===== config.mk =====
export PLATFORM = sky130hd
export DESIGN_NAME = dcache_refill
export DESIGN_NICKNAME = d
export VERILOG_FILES = /design/src/rtl/dcache_refill.sv
export SDC_FILE = /design/constraint.sdc
export NUM_CORES = 1
export LEC_CHECK = 0
export BUFFER_PORTS_ARGS = -buffer_cell sky130_fd_sc_hd__buf_2
export CAP_MARGIN = 20
export CELL_PAD_IN_SITES_DETAIL_PLACEMENT = 0
export CELL_PAD_IN_SITES_GLOBAL_PLACEMENT = 1
export CORE_AREA = 2 2 130 132
export DETAILED_ROUTE_END_ITERATION = 7
export DIE_AREA = 0 0 132 134
export PLACE_DENSITY = 0.77
export REMOVE_ABC_BUFFERS = 1
export SETUP_SLACK_MARGIN = 0.3
export SLEW_MARGIN = 40
export SYNTH_ARGS = -nofsm -noshare
export SYNTH_HDL_FRONTEND = slang
export SYNTH_SLANG_ARGS = --single-unit

===== constraint.sdc =====
create_clock -name clk -period 2.2 [get_ports clk]
set_input_delay 0 -clock clk [delete_from_list [all_inputs] [get_ports clk]]
set_output_delay 0 -clock clk [all_outputs]
set_load 0.02 [all_outputs]

===== src/rtl/dcache_refill.sv =====
// Miss-handling sequencer for the 4-way data cache: optional dirty-victim writeback, then line fill.
// Define DCACHE_CWF_EN for critical-word-first fill plus the early_valid/early_data ports.
//
// state | meaning
// IDLE  | waiting for miss_req
// WB    | writing dirty victim line to memory, word 0 upward
// FILL  | reading new line from memory into the chosen way
// DONE  | one-cycle completion pulse
module dcache_refill #(
  parameter int DW = 32,
  parameter int IW = 5,
  parameter int OW = 3,
  parameter int TW = 22
) (
  input  logic                clk,
  input  logic                rst_n,
  input  logic                miss_req,
  input  logic [TW-1:0]       miss_tag,
  input  logic [IW-1:0]       miss_index,
  input  logic [OW-1:0]       miss_offset,
  input  logic [1:0]          miss_way,
  input  logic                victim_dirty,
  input  logic [TW-1:0]       victim_tag,
  output logic                busy,
  output logic                done,
  output logic                mem_req,
  output logic                mem_we,
  output logic [TW+IW+OW-1:0] mem_addr,
  output logic [DW-1:0]       mem_wdata,
  input  logic                mem_ack,
  input  logic [DW-1:0]       mem_rdata,
  output logic [IW-1:0]       ram_index,
  output logic [1:0]          ram_way,
  output logic [OW-1:0]       ram_offset,
  output logic [DW-1:0]       ram_din,
  output logic                ram_we,
  output logic                ram_en,
  input  logic [DW-1:0]       ram_dout0,
  input  logic [DW-1:0]       ram_dout1,
  input  logic [DW-1:0]       ram_dout2,
  input  logic [DW-1:0]       ram_dout3
`ifdef DCACHE_CWF_EN
  ,
  output logic                early_valid,
  output logic [DW-1:0]       early_data
`endif
);

  typedef enum logic [1:0] {S_IDLE, S_WB, S_FILL, S_DONE} state_t;

  state_t        state, state_nx;
  logic [OW-1:0] cnt, cnt_nx;
  logic [TW-1:0] tag_q, vtag_q;
  logic [IW-1:0] index_q;
  logic [1:0]    way_q;
  logic [OW-1:0] word;
  logic [DW-1:0] victim_data;
  logic          last;

`ifdef DCACHE_CWF_EN
  logic [OW-1:0] offset_q;

  always_ff @(posedge clk or negedge rst_n) begin
    if (!rst_n) begin
      offset_q <= '0;
    end else if (state == S_IDLE && miss_req) begin
      offset_q <= miss_offset;
    end
  end

  // Fill wraps around the line starting at the requested word.
  assign word        = offset_q + cnt;
  assign early_valid = (state == S_FILL) && (cnt == '0) && mem_ack;
  assign early_data  = early_valid ? mem_rdata : '0;
`else
  logic unused_offset;
  assign unused_offset = ^miss_offset;
  assign word          = cnt;
`endif

  always_ff @(posedge clk or negedge rst_n) begin
    if (!rst_n) begin
      state   <= S_IDLE;
      cnt     <= '0;
      tag_q   <= '0;
      vtag_q  <= '0;
      index_q <= '0;
      way_q   <= '0;
    end else begin
      state <= state_nx;
      cnt   <= cnt_nx;
      if (state == S_IDLE && miss_req) begin
        tag_q   <= miss_tag;
        vtag_q  <= victim_tag;
        index_q <= miss_index;
        way_q   <= miss_way;
      end
    end
  end

  always_comb begin
    case (way_q)
      2'd0:    victim_data = ram_dout0;
      2'd1:    victim_data = ram_dout1;
      2'd2:    victim_data = ram_dout2;
      default: victim_data = ram_dout3;
    endcase
  end

  assign last = (cnt == {OW{1'b1}});

  always_comb begin
    state_nx   = state;
    cnt_nx     = cnt;
    busy       = 1'b0;
    done       = 1'b0;
    mem_req    = 1'b0;
    mem_we     = 1'b0;
    mem_addr   = '0;
    mem_wdata  = '0;
    ram_index  = '0;
    ram_way    = '0;
    ram_offset = '0;
    ram_din    = '0;
    ram_we     = 1'b0;
    ram_en     = 1'b0;
    case (state)
      S_IDLE: begin
        if (miss_req) begin
          cnt_nx   = '0;
          state_nx = victim_dirty ? S_WB : S_FILL;
        end
      end
      S_WB: begin
        busy       = 1'b1;
        ram_en     = 1'b1;
        ram_index  = index_q;
        ram_way    = way_q;
        ram_offset = cnt;
        mem_req    = 1'b1;
        mem_we     = 1'b1;
        mem_addr   = {vtag_q, index_q, cnt};
        mem_wdata  = victim_data;
        if (mem_ack) begin
          cnt_nx = cnt + OW'(1);
          if (last) state_nx = S_FILL;
        end
      end
      S_FILL: begin
        busy       = 1'b1;
        ram_en     = 1'b1;
        ram_index  = index_q;
        ram_way    = way_q;
        ram_offset = word;
        ram_din    = mem_rdata;
        ram_we     = mem_ack;
        mem_req    = 1'b1;
        mem_addr   = {tag_q, index_q, word};
        if (mem_ack) begin
          cnt_nx = cnt + OW'(1);
          if (last) state_nx = S_DONE;
        end
      end
      default: begin
        busy     = 1'b1;
        done     = 1'b1;
        state_nx = S_IDLE;
      end
    endcase
  end

endmodule


* Word level (Yosys, flattened, before mapping)
Cells that the tools add are included.
Word-level totals: input bits 219, bits in registers 56, output and inout bits 110
Cells by class: eq/ne operators 11, muxes and demuxes 22, add/subtract/negate cells 1, reduce and logical (&&, ||, !) cells 8
Operators by type and width (count):
- case mux 32 bit (3 select lines) | 1
- 2-to-1 mux 32 bit | 2
- case mux 30 bit (2 select lines) | 1
- 2-to-1 mux 2 bit | 7
- != test 2 bit, second input constant | 5
- 2-to-1 mux 3 bit | 3
- case mux 2 bit (3 select lines) | 1
- case mux 3 bit (2 select lines) | 1
- 2-to-1 mux 1 bit | 5
- 2-to-1 mux 5 bit | 1
- AND reduction 5 bit | 1
- equality test 2 x 1 -> 1 bit, second input constant | 2
- equality test 2 bit, second input constant | 2
- logical NOT 2 bit | 2
- adder 3 x 1 -> 3 bit, second input constant | 1
- equality test 3 bit, second input constant | 1
- AND reduction 3 bit | 1
- OR reduction 3 bit | 1
- != test 2 x 1 -> 1 bit, second input constant | 1
- nonzero test 2 bit | 1
- OR reduction 2 bit | 1
- logical AND 1 bit | 1

* Logic depth before layout (Yosys ltp)
depth after elaboration 4, mapped depth 6, depth with buffers taken out 5

* Worst setup path after synthesis
Ideal clock, no wire load.
kind reg2reg, from register state[1], to register state[0], cell stages (with the launch flop) 7, clock period less this slack 1.797 ns, slack 0.403 ns, required time 2.075 ns, setup time 0.125 ns, path buffers 1, data arrival time 1.672 ns, cell sequence dfrtp_1 > inv_1 > ha_1 > buf_2 > nor2_1 > o221ai_1 > mux2_2
Between the ends: longest elaborated chain between the ends 3
RTL lines:
- start: declaration | RTL line 51 | state_t state, state_nx;
- start signal: assignment | RTL line 90 | state <= state_nx;
- equality test 2 x 1 -> 1 bit, or another cell as far along | RTL line 127 | case (state)
- != test 2 bit (no source line)
- AND reduction 5 bit (no source line)
Parallel ways exist; a longest one is shown, timed or not. A chain may end at the register's enable or synchronous reset.

* Worst setup path after layout
from register way_q[0], to output mem_wdata[0]
Between the ends: longest elaborated chain between the ends 3
RTL lines:
- start: declaration | RTL line 55 | logic [1:0] way_q;
- start signal: assignment | RTL line 96 | way_q <= miss_way;
- equality test 2 bit, or another cell as far along | RTL line 102 | case (way_q)
- case mux 32 bit (3 select lines) (*) | RTL line 102
- 2-to-1 mux 32 bit (*) | RTL line 127
- end: declaration | RTL line 29 | output logic [DW-1:0] mem_wdata,
Mark *: on every way between the ends. The rest lies on a longest branch, timed or not.

==> summary.md <==
| Metric | Value |
|---|---|
| Vias in the first global route | `4267` |
| DR pass1 iterations | `4` |
| Die area | `17700 µm²` |
| Initial antenna violation count | `4` |
| Iteration-0 DRC Markers | `116` |
| Routed via count | `4151` |
| WHS Path Cells | `3` |
| Die Y | `134 µm` |
| Critical Path Fanout Max | `15` |
| Pin count of the biggest net entering global routing | `57` |
| Worst R2R Path Depth | `5` |
| Die X-Extent | `132 µm` |
| # setup viols final | `0` |
| RSZ-0062 raised after global routing | `yes` |
| Vias/cell | `4.44` |
| Max Freq | `0.542 GHz` |
| CP max stage cell | `mux4_1` |
| Synth area leader | `dfrtp_1` |
| Clk sinks | `56` |
| Core Region | `16300 µm²` |
| Final worst-path cycle share | `83.9%` |
| Sequential share of power | `21.1%` |
| Power per cell area | `1340 nW/µm²` |
| Critical path endpoint category | `primary output` |
| Port Buf Inserts | `325` |
| GRT overflow | `0` |
| Inserted Clock Buffers | `5` |
| Routed Antenna Nets | `0` |
| Final HPWL DP | `10900 µm` |
| Maximum vdd drop | `0.000951 V` |
| Crit-path cells | `buf_12 -> mux4_1 -> and2_1 -> buf_2` |
| Synth top area share | `35.5%` |
| Synth cell types | `33` |
| YS warnings | `0` |
| Main combinational cell family by area after synthesis | `multiplexers` |
| Hold path startpoint | `mem_ack` |
| Total power | `0.00887 W` |
| Slew HR | `64.7%` |
| Gr usage total | `16.2%` |
| Leak | `3.39 nW` |
| TritonCTS clock tree | `done` |
| Clk slew on worst S/H paths | `0.07 ns` |
| Flop2flop setup slack | `0.49 ns` |
| RR Endpoint | `state[0]$_DFFE_PN0P_` |
| WL final | `14900 µm` |
| Number of hold violations in the final report | `0` |
| Worst Hold Path EP | `cnt[0]$_DFFE_PN0P_` |
| Clock share of power | `11.6%` |
| Fillcell total | `1602` |
| Post-Synthesis Cells | `338` |
| Post-synthesis simple-gate area fraction | `17.4%` |
| Fraction of registers with async set/reset | `100%` |
| P_int | `0.00497 W` |
| H-tree depth | `2` |
| CP Launch Type | `flop` |
| Fin crit period | `1.85 ns` |
| Outcome | `finished clean` |
| Post-synth EDFFs | `0` |
| CTS Buffer Depth | `2` |
| Layout cell share with drive strength beyond 1 | `61.8%` |
| Min Hold Slack | `0.0899 ns` |
| Clock Skews | `0.00689 ns` |
| Cell Area, Synth | `3950 µm²` |
| Maximum Capacitance Violations | `0` |
| # IOs | `329` |
| Residual DRC count | `0` |
| Area growth, synth to finish | `67.6%` |
| Complex-gate fraction of the synthesized area | `6.02%` |
| Synth Register Bits | `56` |
| Hold crit path type | `input port to flop` |
| Clock root cell | `clkbuf_16` |
| Synth Area in XOR/XNOR | `0%` |
| Top cells by area, synth | `dfrtp_1 35%, mux4_2 17%, mux2_2 15%, and2_1 13%, a22oi_1 4.2%` |
| RR Startpoint | `state[0]$_DFFE_PN0P_` |
| Net Switching | `0.00391 W` |
| Routability cong. | `0.851` |
| Seq/Total Area, Yosys | `35.5%` |
| Dominant synthesized flop cell | `dfrtp_1` |
| Rows | `47` |
| CP Data Required Time | `2.20 ns` |
| Kind of critical path | `flop to primary output` |
| Sw Share | `44.0%` |
| Clk_lat worst skew | `0.29 ns` |
| Max incr delay on CP | `0.55 ns` |
| Nets | `938` |
| Post-DR wirelength/cell | `15.9 µm` |
| Comb pwr share | `67.3%` |
| Initial core utilization | `24.3%` |
| CP Data Arrival Time | `1.85 ns` |
| Global-route wire length before repair | `22800 µm` |
| Synth Area in Adders | `2.53%` |
| Final Max Tran Viols | `0` |
| Avg Inst Size Synth | `11.7 µm²` |
| Mux cell area share after synthesis | `33.6%` |
| Slew at the pin with the worst max-slew slack | `0.530 ns` |
-- worst max-delay path: cells and delay by family (launching register included) --
family | cells | cell delay (ns)
multiplexers | 1 | 0.55
flip-flops | 1 | 0.46
buffers and inverters | 2 | 0.35
AND/OR/NAND/NOR | 1 | 0.17
-- sequential cells by signal, indices dropped and copies added, names as in the netlist --
name,cells
tag_q,22
vtag_q,22
index_q,5
cnt,3
state,2
way_q,2
-- through the flow --
stage	utilization [%]	instances	TNS, ns	area (µm²)	setup WS [ns]
2_1_floorplan	-	308	-14.02	3770	-0.224
3_3_place_gp	35.6	866	0	5800	0.396
3_5_place_dp	35.6	866	0	5800	0.368
4_1_cts	40.4	932	0	6590	0.304
5_1_grt	40.6	933	0	6620	0.275
6_report	40.7	934	0	6620	0.353
-- cells in the final DEF (no fill, tap or decap), types with 2 or more instances in the layout --
cell type,netlist,final
nor2_1,28,27
diode_2,0,2
buf_2,10,322
dfrtp_1,56,53
buf_12,2,2
nand3_1,2,2
a21oi_1,2,2
nor2b_1,2,2
ha_1,8,7
mux4_2,29,30
buf_4,1,14
buf_6,1,4
mux2_2,52,52
dfrtp_2,0,3
mux4_1,3,2
dlygate4sd3_1,0,52
nand2b_1,3,3
clkbuf_16,0,5
and2_1,81,81
bufinv_16,0,2
a22oi_1,22,22
o21ai_0,4,4
inv_1,4,4
-- cells in the mapped netlist, types with 2 or more instances --
cell type,instances
mux4_1,3
a21oi_1,2
clkbuf_1,14
nand2b_1,3
ha_1,8
nand3_1,2
inv_1,4
mux4_2,29
nor2b_1,2
nor2_1,28
a22oi_1,22
o21ai_0,4
mux2_2,52
dfrtp_1,56
and2_1,81
buf_12,2
buf_2,10
-- cells by family after synthesis --
group | Yosys count
muxes | 85
AOI/OAI and AO/OA | 33
adders and majority gates | 8
and+or+nand+nor | 121
buffers and inverters | 35
DFF | 56
-- per-layer routing --
layer | GRT usage [%] | vias to the layer above | wire [µm]
met5 | 0 | - | 27
met4 | 3.56 | 4 | 146
met3 | 3.93 | 14 | 1000
met2 | 29.2 | 179 | 7530
met1 | 19.6 | 1996 | 6170
li1 | - | 1958 | -
-- how the worst max path moves through the flow --
stage                         startpoint                    end  slack (ns)  depth (start not counted)
floorplan           state[1]$_DFFE_PN0P_   state[0]$_DFFE_PN0P_       -0.22                          5
global placement    state[1]$_DFFE_PN0P_  tag_q[19]$_DFFE_PN0P_        0.40                          5
detailed placement  state[0]$_DFFE_PN0P_  tag_q[21]$_DFFE_PN0P_        0.37                          5
CTS                 way_q[0]$_DFFE_PN0P_          mem_wdata[21]        0.30                          5
global route        way_q[0]$_DFFE_PN0P_           mem_wdata[0]        0.28                          4
finish              way_q[0]$_DFFE_PN0P_           mem_wdata[0]        0.35                          4
-- repair_timing --
item | in CTS | in global routing
gates resized for setup | 5 | 10
setup endpoints to repair | 45 | 17
hold buffers | 52 | 0
buffers inserted | 5 | 0
endpoints found under the hold margin | 107 | 0
gates cloned | 1 | 0
-- power groups by stage --
stage | sequential, W | combinational, W | clock [W]
6_report | 0.00187 | 0.00597 | 0.00103
5_1_grt | 0.00194 | 0.00647 | 0.00111
4_1_cts | 0.00186 | 0.00594 | 0.00106
2_1_floorplan | 0.00198 | 0.00365 | 0
3_5_place_dp | 0.00191 | 0.00565 | 0
3_3_place_gp | 0.00188 | 0.00562 | 0
-- cell type report --
| class | count | area (µm²) | share of cell area, % |
|---|---|---|---|
| well taps | 220 | 275 | 4.16 |
| flip-flops and latches | 56 | 1410 | 21.2 |
| repair buffers | 396 | 2360 | 35.7 |
| inverters | 5 | 18.8 | 0.283 |
| diodes | 2 | 5.00 | 0.0756 |
| multi-input cells | 247 | 2360 | 35.7 |
| clock inverters | 2 | 60.1 | 0.907 |
| clock buffers | 6 | 129 | 1.95 |
No activity file was read; power rests on OpenSTA's default activity.
